[src/rtl/mul_issue_ctrl_pkg.sv]
// Shared constants and types for the multiplier issue controller.
package mul_issue_ctrl_pkg;

    // Bus widths used by the execute pipes and the multiplier wrapper.
    localparam int ES_TO_MUL_BUS_MD = 69;
    localparam int MUL_TO_ES_BUS_MD = 33;

    // Request / issue bus layout. Fields are right-aligned and the two top
    // bits [68:67] are reserved padding:
    //   [66] valid (request) or use_mul (issue)
    //   [65] use_high
    //   [64] is_unsigned
    //   [63:32] x
    //   [31:0]  y
    localparam int REQ_VALID_BIT = 66;
    localparam int REQ_HIGH_BIT  = 65;
    localparam int REQ_UNS_BIT   = 64;

    // Result bus layout: {mul_result[31:0], mul_ok}.
    localparam int MUL_OK_BIT = 0;

    // Slot encoding for owner/last/grant: 1 means slot 1, 0 means slot 2.
    // Reset value 0 therefore reads as "slot 2 served last".
    localparam logic SLOT1 = 1'b1;

    typedef enum logic [1:0] {
        MIC_IDLE  = 2'd0,
        MIC_ISSUE = 2'd1,
        MIC_WAIT  = 2'd2,
        MIC_DONE  = 2'd3
    } mic_state_t;

    // Extracts the valid flag from a pipe request bus.
    function automatic logic req_valid(input logic [ES_TO_MUL_BUS_MD-1:0] bus);
        return bus[REQ_VALID_BIT];
    endfunction

endpackage

[src/rtl/mul_issue_ctrl_arb.sv]
// Two-way round-robin pick between the execute pipes' multiply requests.
module mul_req_arb
    import mul_issue_ctrl_pkg::*;
(
    input  logic valid1,
    input  logic valid2,
    input  logic last,
    output logic grant,
    output logic any
);

    // Slot 1 wins when it is alone, or when both ask and slot 1 was not served last.
    always_comb begin
        any   = valid1 | valid2;
        grant = ~SLOT1;
        if (valid1 && (!valid2 || (last != SLOT1))) begin
            grant = SLOT1;
        end
    end

endmodule

[src/rtl/mul_issue_ctrl.sv]
// Execute-stage front end for the shared multiplier: arbitrates the two pipes,
// holds the winning operands on the multiplier bus, captures the product and
// returns a one-cycle done pulse to the requesting pipe.
//
// Handshake: a pipe holds its request (valid=1) stable while its stall is 1.
// stall = valid & ~done, so the cycle in which done pulses is the transfer
// cycle; the pipe advances at that clock edge and may present a new request
// in the very next cycle.
module mul_issue_ctrl
    import mul_issue_ctrl_pkg::*;
#(
    parameter int TIMEOUT = 15
) (
    input  logic                        clk,
    input  logic                        reset,
    input  logic                        flush,
    input  logic [ES_TO_MUL_BUS_MD-1:0] es_req_bus1,
    input  logic [ES_TO_MUL_BUS_MD-1:0] es_req_bus2,
    output logic [ES_TO_MUL_BUS_MD-1:0] es_to_mul_bus,
    input  logic [MUL_TO_ES_BUS_MD-1:0] mul_to_es_bus,
    output logic                        stall1,
    output logic                        stall2,
    output logic                        done1,
    output logic                        done2,
    output logic [31:0]                 result,
    output logic                        busy,
    output logic                        timeout_err,
    output logic [1:0]                  state_dbg
);

    localparam int CNT_W = (TIMEOUT < 1) ? 1 : $clog2(TIMEOUT + 1);
    // Last WAIT count value before the timeout fires; reaching TIMEOUT
    // after the increment abandons the operation.
    localparam logic [CNT_W-1:0] CNT_LAST = CNT_W'(TIMEOUT - 1);

    mic_state_t        state;
    logic              owner;
    logic              last;
    logic              use_high_q;
    logic              is_unsigned_q;
    logic [31:0]       x_q;
    logic [31:0]       y_q;
    logic [CNT_W-1:0]  wait_cnt;

    logic              valid1;
    logic              valid2;
    logic              grant;
    logic              any;
    logic [REQ_HIGH_BIT:0] sel_ops;
    logic              mul_ok;
    logic [31:0]       mul_result;
    logic              active;
    logic              unused_req_bits;

    assign valid1     = req_valid(es_req_bus1);
    assign valid2     = req_valid(es_req_bus2);
    assign mul_ok     = mul_to_es_bus[MUL_OK_BIT];
    assign mul_result = mul_to_es_bus[MUL_TO_ES_BUS_MD-1:1];
    assign sel_ops    = (grant == SLOT1) ? es_req_bus1[REQ_HIGH_BIT:0]
                                         : es_req_bus2[REQ_HIGH_BIT:0];
    // Reserved padding bits of the request buses carry nothing.
    assign unused_req_bits = ^{es_req_bus1[68:67], es_req_bus2[68:67]};

    mul_req_arb u_arb (
        .valid1 (valid1),
        .valid2 (valid2),
        .last   (last),
        .grant  (grant),
        .any    (any)
    );

    // Controller FSM with operand latch, wait counter, result capture and round-robin history.
    always_ff @(posedge clk or posedge reset) begin
        if (reset) begin
            state         <= MIC_IDLE;
            owner         <= 1'b0;
            last          <= 1'b0;
            use_high_q    <= 1'b0;
            is_unsigned_q <= 1'b0;
            x_q           <= '0;
            y_q           <= '0;
            wait_cnt      <= '0;
            result        <= '0;
            timeout_err   <= 1'b0;
        end else if (flush) begin
            // Kill whatever is in flight; history in last is kept.
            state    <= MIC_IDLE;
            wait_cnt <= '0;
        end else begin
            case (state)
                MIC_IDLE: begin
                    if (any) begin
                        owner         <= grant;
                        use_high_q    <= sel_ops[REQ_HIGH_BIT];
                        is_unsigned_q <= sel_ops[REQ_UNS_BIT];
                        x_q           <= sel_ops[63:32];
                        y_q           <= sel_ops[31:0];
                        wait_cnt      <= '0;
                        state         <= MIC_ISSUE;
                    end
                end
                MIC_ISSUE: begin
                    state <= MIC_WAIT;
                end
                MIC_WAIT: begin
                    if (mul_ok) begin
                        result <= mul_result;
                        state  <= MIC_DONE;
                    end else if (wait_cnt == CNT_LAST) begin
                        wait_cnt    <= wait_cnt + CNT_W'(1);
                        result      <= '0;
                        timeout_err <= 1'b1;
                        state       <= MIC_DONE;
                    end else begin
                        wait_cnt <= wait_cnt + CNT_W'(1);
                    end
                end
                MIC_DONE: begin
                    last  <= owner;
                    state <= MIC_IDLE;
                end
                default: begin
                    state <= MIC_IDLE;
                end
            endcase
        end
    end

    // Multiplier request bus: operands only while issuing/waiting and never during a flush.
    always_comb begin
        active        = (state == MIC_ISSUE) || (state == MIC_WAIT);
        es_to_mul_bus = '0;
        if (active && !flush) begin
            es_to_mul_bus[REQ_VALID_BIT:0] = {1'b1, use_high_q, is_unsigned_q, x_q, y_q};
        end
    end

    // Done pulses, stalls and status derived from the registered state.
    always_comb begin
        done1     = (state == MIC_DONE) && (owner == SLOT1) && !flush;
        done2     = (state == MIC_DONE) && (owner != SLOT1) && !flush;
        stall1    = valid1 & ~done1;
        stall2    = valid2 & ~done2;
        busy      = (state != MIC_IDLE);
        state_dbg = state;
    end

endmodule
[config.mk]
export PLATFORM = sky130hd
export DESIGN_NAME = mul_issue_ctrl
export DESIGN_NICKNAME = d
export VERILOG_FILES = /design/src/rtl/mul_issue_ctrl_pkg.sv /design/src/rtl/mul_issue_ctrl_arb.sv /design/src/rtl/mul_issue_ctrl.sv
export SDC_FILE = /design/constraint.sdc
export NUM_CORES = 1
export LEC_CHECK = 0
export BUFFER_PORTS_ARGS = -buffer_cell sky130_fd_sc_hd__clkbuf_2
export CAP_MARGIN = 25
export CORE_MARGIN = 2
export CORE_UTILIZATION = 40
export DETAILED_ROUTE_END_ITERATION = 8
export GPL_ROUTABILITY_DRIVEN = 0
export GPL_TIMING_DRIVEN = 0
export HOLD_SLACK_MARGIN = 0.05
export PLACE_DENSITY = 0.72
export SYNTH_ARGS = -nofsm -noshare
export SYNTH_HDL_FRONTEND = slang
export SYNTH_SLANG_ARGS = --single-unit
[constraint.sdc]
create_clock -name clk -period 5 [get_ports clk]
set_clock_uncertainty 0.15 [all_clocks]
set_input_delay 0.5 -clock clk [delete_from_list [all_inputs] [get_ports clk]]
set_output_delay 0.5 -clock clk [all_outputs]
set_load 0.01 [all_outputs]
==> impl_results.md <==
* Crit path cell chain: inv_1, ha_1, nor2b_1, clkbuf_1, clkbuf_1, and2_1, clkbuf_2
* PortBufs at 275
* Fill cells at ~1200
* Synthesized cell area at about 5500 um2
* Largest area contributor in the synthesized netlist: dfrtp_1
* CTS tree: yes
* Number of global-route vias before repair at roughly 4300
* Post-detailed-route count of antenna-violating nets at 0
* Worst-path maximum fanout at 10
* HPWL Detailed at roughly 11000 um
* Post-synthesis mux area share at approximately 29%
* Max Freq at 303 MHz
* Sequential Area at 2680 um2
* Status: completed
* CP Class: reg -> out
* Register bit total from synthesis at 107
* Sequential area share after synthesis at between 40 and 50%
* DP Area at 7170 um2
* Pre-antenna DRT Iters at 4
* Yosys top cell area share at 48.4%
* Clk_lat worst skew at 340 ps
* Die H at 122 um
* Hold Path Class: in -> async
* Nets at just under 900
* Adder-cell share of the synthesized area at 1.13%
* Most area-consuming cells after synthesis: dfrtp_1 (48%), mux2_2 (22%), mux2_4 (7.9%), and2_1 (7.8%), a22o_1 (5.1%)
* Die width at around 120 um
* Combinational share of power at 37.6%
* Internal at 0.00242 W
* Gate Count Post-Synth at 424
* Sum Neg Setup Slack at 0 ps
* Area grow syn2layout at 35.0%
* Hold Slack at 103 ps
* Share of cells above drive strength 1 at 62.8%
* Post-synthesis simple-gate area fraction at 10.6%
* All-layer global routing usage at 18.0%
* Final number of hold-violating endpoints at 0
* Count leader, synth: dfrtp_1
* Finish-stage setup viols at 0
* Post_cts resized at 0
* Maximum vdd drop at 0.233 mV
* Critical Path RT at 4350 ps
* Final wirelength at 13500 um
* CP top delay family: buffers and inverters
* First-pass GRT wire length at about 21000 um
* Root Buffer: clkbuf_16
* Fin util at 55.8%
* Wire per inst at 15.1 um
* Clock share of power at between 20 and 25%
* Startpoint Class: flop
* Residual DRC at 0
* Post-synth EDFFs at 0
* Pleak at 3.84 nW
* Complex-gate fraction of the synthesized area at 6.64%
* Via count at 4254
* Syn_area_per_cell at between 10 and 15 um2
* Longest Clk Path Bufs at 2
* Power, Total at 0.00350 W
* Share of flip-flops with an asynchronous set or reset at 100%
* Minimum clock period at between 3000 and 4000 ps
* Sw Share at 30.8%
* Main combinational cell family by area after synthesis: multiplexers
* DIE AREA at approximately 15000 um2
* Fin crit share at 66.0%
* Post-synth top cells: dfrtp_1 (107), mux2_2 (106), and2_1 (69)
* Largest net degree at the start of global routing at 56
* Pwr/cell area at 468 nW/um2
* Primary FF master, synth: dfrtp_1
* Hold_buf cts at 0
* Bufs and invs on worst path at 4
* Post-synth cell types at 33
* Relative slew slack at 52.5%
* Slowest Stage Delay on Critical Path at about 450 ps
* Via/cell ratio at 4.76
* Seq pwr share at 41.8%
* H-Tree Depth at 3
* Net Switching at around 0.0011 W
* Core area at between 10000 and 15000 um2
* Slew @ Worst Pin at 711 ps
* Sink Count at 107
* Row cnt at 42
* Worst-path clk slew at 70 ps
* Postcts setup bufs at 0
* Syn. warnings at 0
* Total CTS buffers at 9
* XOR/XNOR Fraction of Synth Area at 0%
* Arr. time, crit path at about 2700 ps
* Initial antenna violation count at 0
* Total grt overflow at 0
* Final Instance Area at about 7500 um2
* Pins over their slew limit at 0
* MaxCap Viol Count at 0
* Initial Utilization at 41.3%
* Slowest cell on crit path: clkbuf_1
* DRT iter0 DRCs at approximately 170
* IO Pins at 283
* Antenna cells at 0
* Most frequent CP cell: clkbuf_1
* Multi-input logic area at 2660 um2
* Setup crit end kind: primary output
* RSZ-0062 raised after global routing: false
==> through the flow <==
| step | std cells | setup WS (ps) |
|---|---|---|
| detailed placement | 877 | 1960 |
| CTS | 893 | 1580 |
| global placement | 876 | 448 |
| global route | 893 | 1390 |
| finish | 893 | 1700 |
| floorplan | 425 | 1530 |
==> cell families after synthesis <==
group	count (synthesis)
flops	107
buf+inv	38
fa+ha+maj	5
simple gates	94
compound gates	44
mux	135
other cells	1
==> power groups by stage <==
stage,sequential [W],clock (W),combinational (W)
finish,0.00146,0.000722,0.00131
global route,0.00151,0.000783,0.00144
CTS,0.00146,0.000744,0.00134
detailed placement,0.00147,0,0.00134
global placement,0.00146,0,0.00131
floorplan,0.00148,0,0.000820
==> layout make-up <==
class / count / area share (%)
Buffer: 31 / 2.43
Clock buffer: 13 / 3.48
Clock inverter: 3 / 0.619
Inverter: 7 / 0.385
Multi-Input combinational cell: 280 / 35.5
Sequential cell: 107 / 35.8
Tap cell: 176 / 2.95
Timing Repair Buffer: 276 / 18.8
==> worst paths after layout <==
| kind | end | start | depth (start not counted) | slack (ps) |
|---|---|---|---|---|
| setup / recovery | es_to_mul_bus[54] | state_dbg[0] | 7 | 1700 |
| hold / removal | result[8] | reset | 2 | 100 |
| setup reg to reg | y_q[21] | state_dbg[0] | 7 | 2710 |
| hold reg to reg | timeout_err | timeout_err | 1 | 320 |
| max in group asynchronous | x_q[14] | reset | 3 | 3900 |
| min in group clk | result[11] | mul_to_es_bus[12] | 2 | 220 |
==> placed cells by master (no fill, tap or decap), types with 2 or more instances in the layout <==
| cell type | synthesis | final |
|---|---|---|
| clkbuf_8 | 0 | 2 |
| nand3_1 | 4 | 4 |
| nor2b_1 | 4 | 4 |
| o31ai_1 | 2 | 2 |
| nor2_1 | 4 | 4 |
| buf_6 | 4 | 4 |
| or4b_1 | 2 | 2 |
| buf_2 | 10 | 10 |
| inv_1 | 7 | 6 |
| mux2_4 | 29 | 29 |
| clkbuf_2 | 0 | 275 |
| mux2_2 | 106 | 106 |
| ha_1 | 5 | 5 |
| buf_4 | 6 | 6 |
| dfrtp_1 | 107 | 107 |
| a21oi_1 | 3 | 3 |
| conb_1 | 1 | 2 |
| nand2_1 | 2 | 2 |
| clkbuf_16 | 0 | 9 |
| nor3b_1 | 2 | 2 |
| and2_1 | 69 | 69 |
| clkbuf_1 | 11 | 13 |
| a22o_1 | 32 | 32 |
| nand2b_1 | 2 | 2 |
==> registers in the layout (all words and copies together) (netlist names) <==
| name | cells |
|---|---|
| is_unsigned_q | 1 |
| last | 1 |
| owner | 1 |
| result | 32 |
| state_dbg | 2 |
| timeout_err | 1 |
| use_high_q | 1 |
| wait_cnt | 4 |
| x_q | 32 |
| y_q | 32 |
==> routing by layer <==
layer / vias up / global-route usage [%] / wire length (um)
met5: - / 0 / 0
met4: 0 / 4.67 / 127
met3: 10 / 4.26 / 977
met2: 176 / 32.0 / 6820
met1: 2000 / 21.9 / 5530
li1: 2068 / - / -
(Power assumes the default switching activity.)
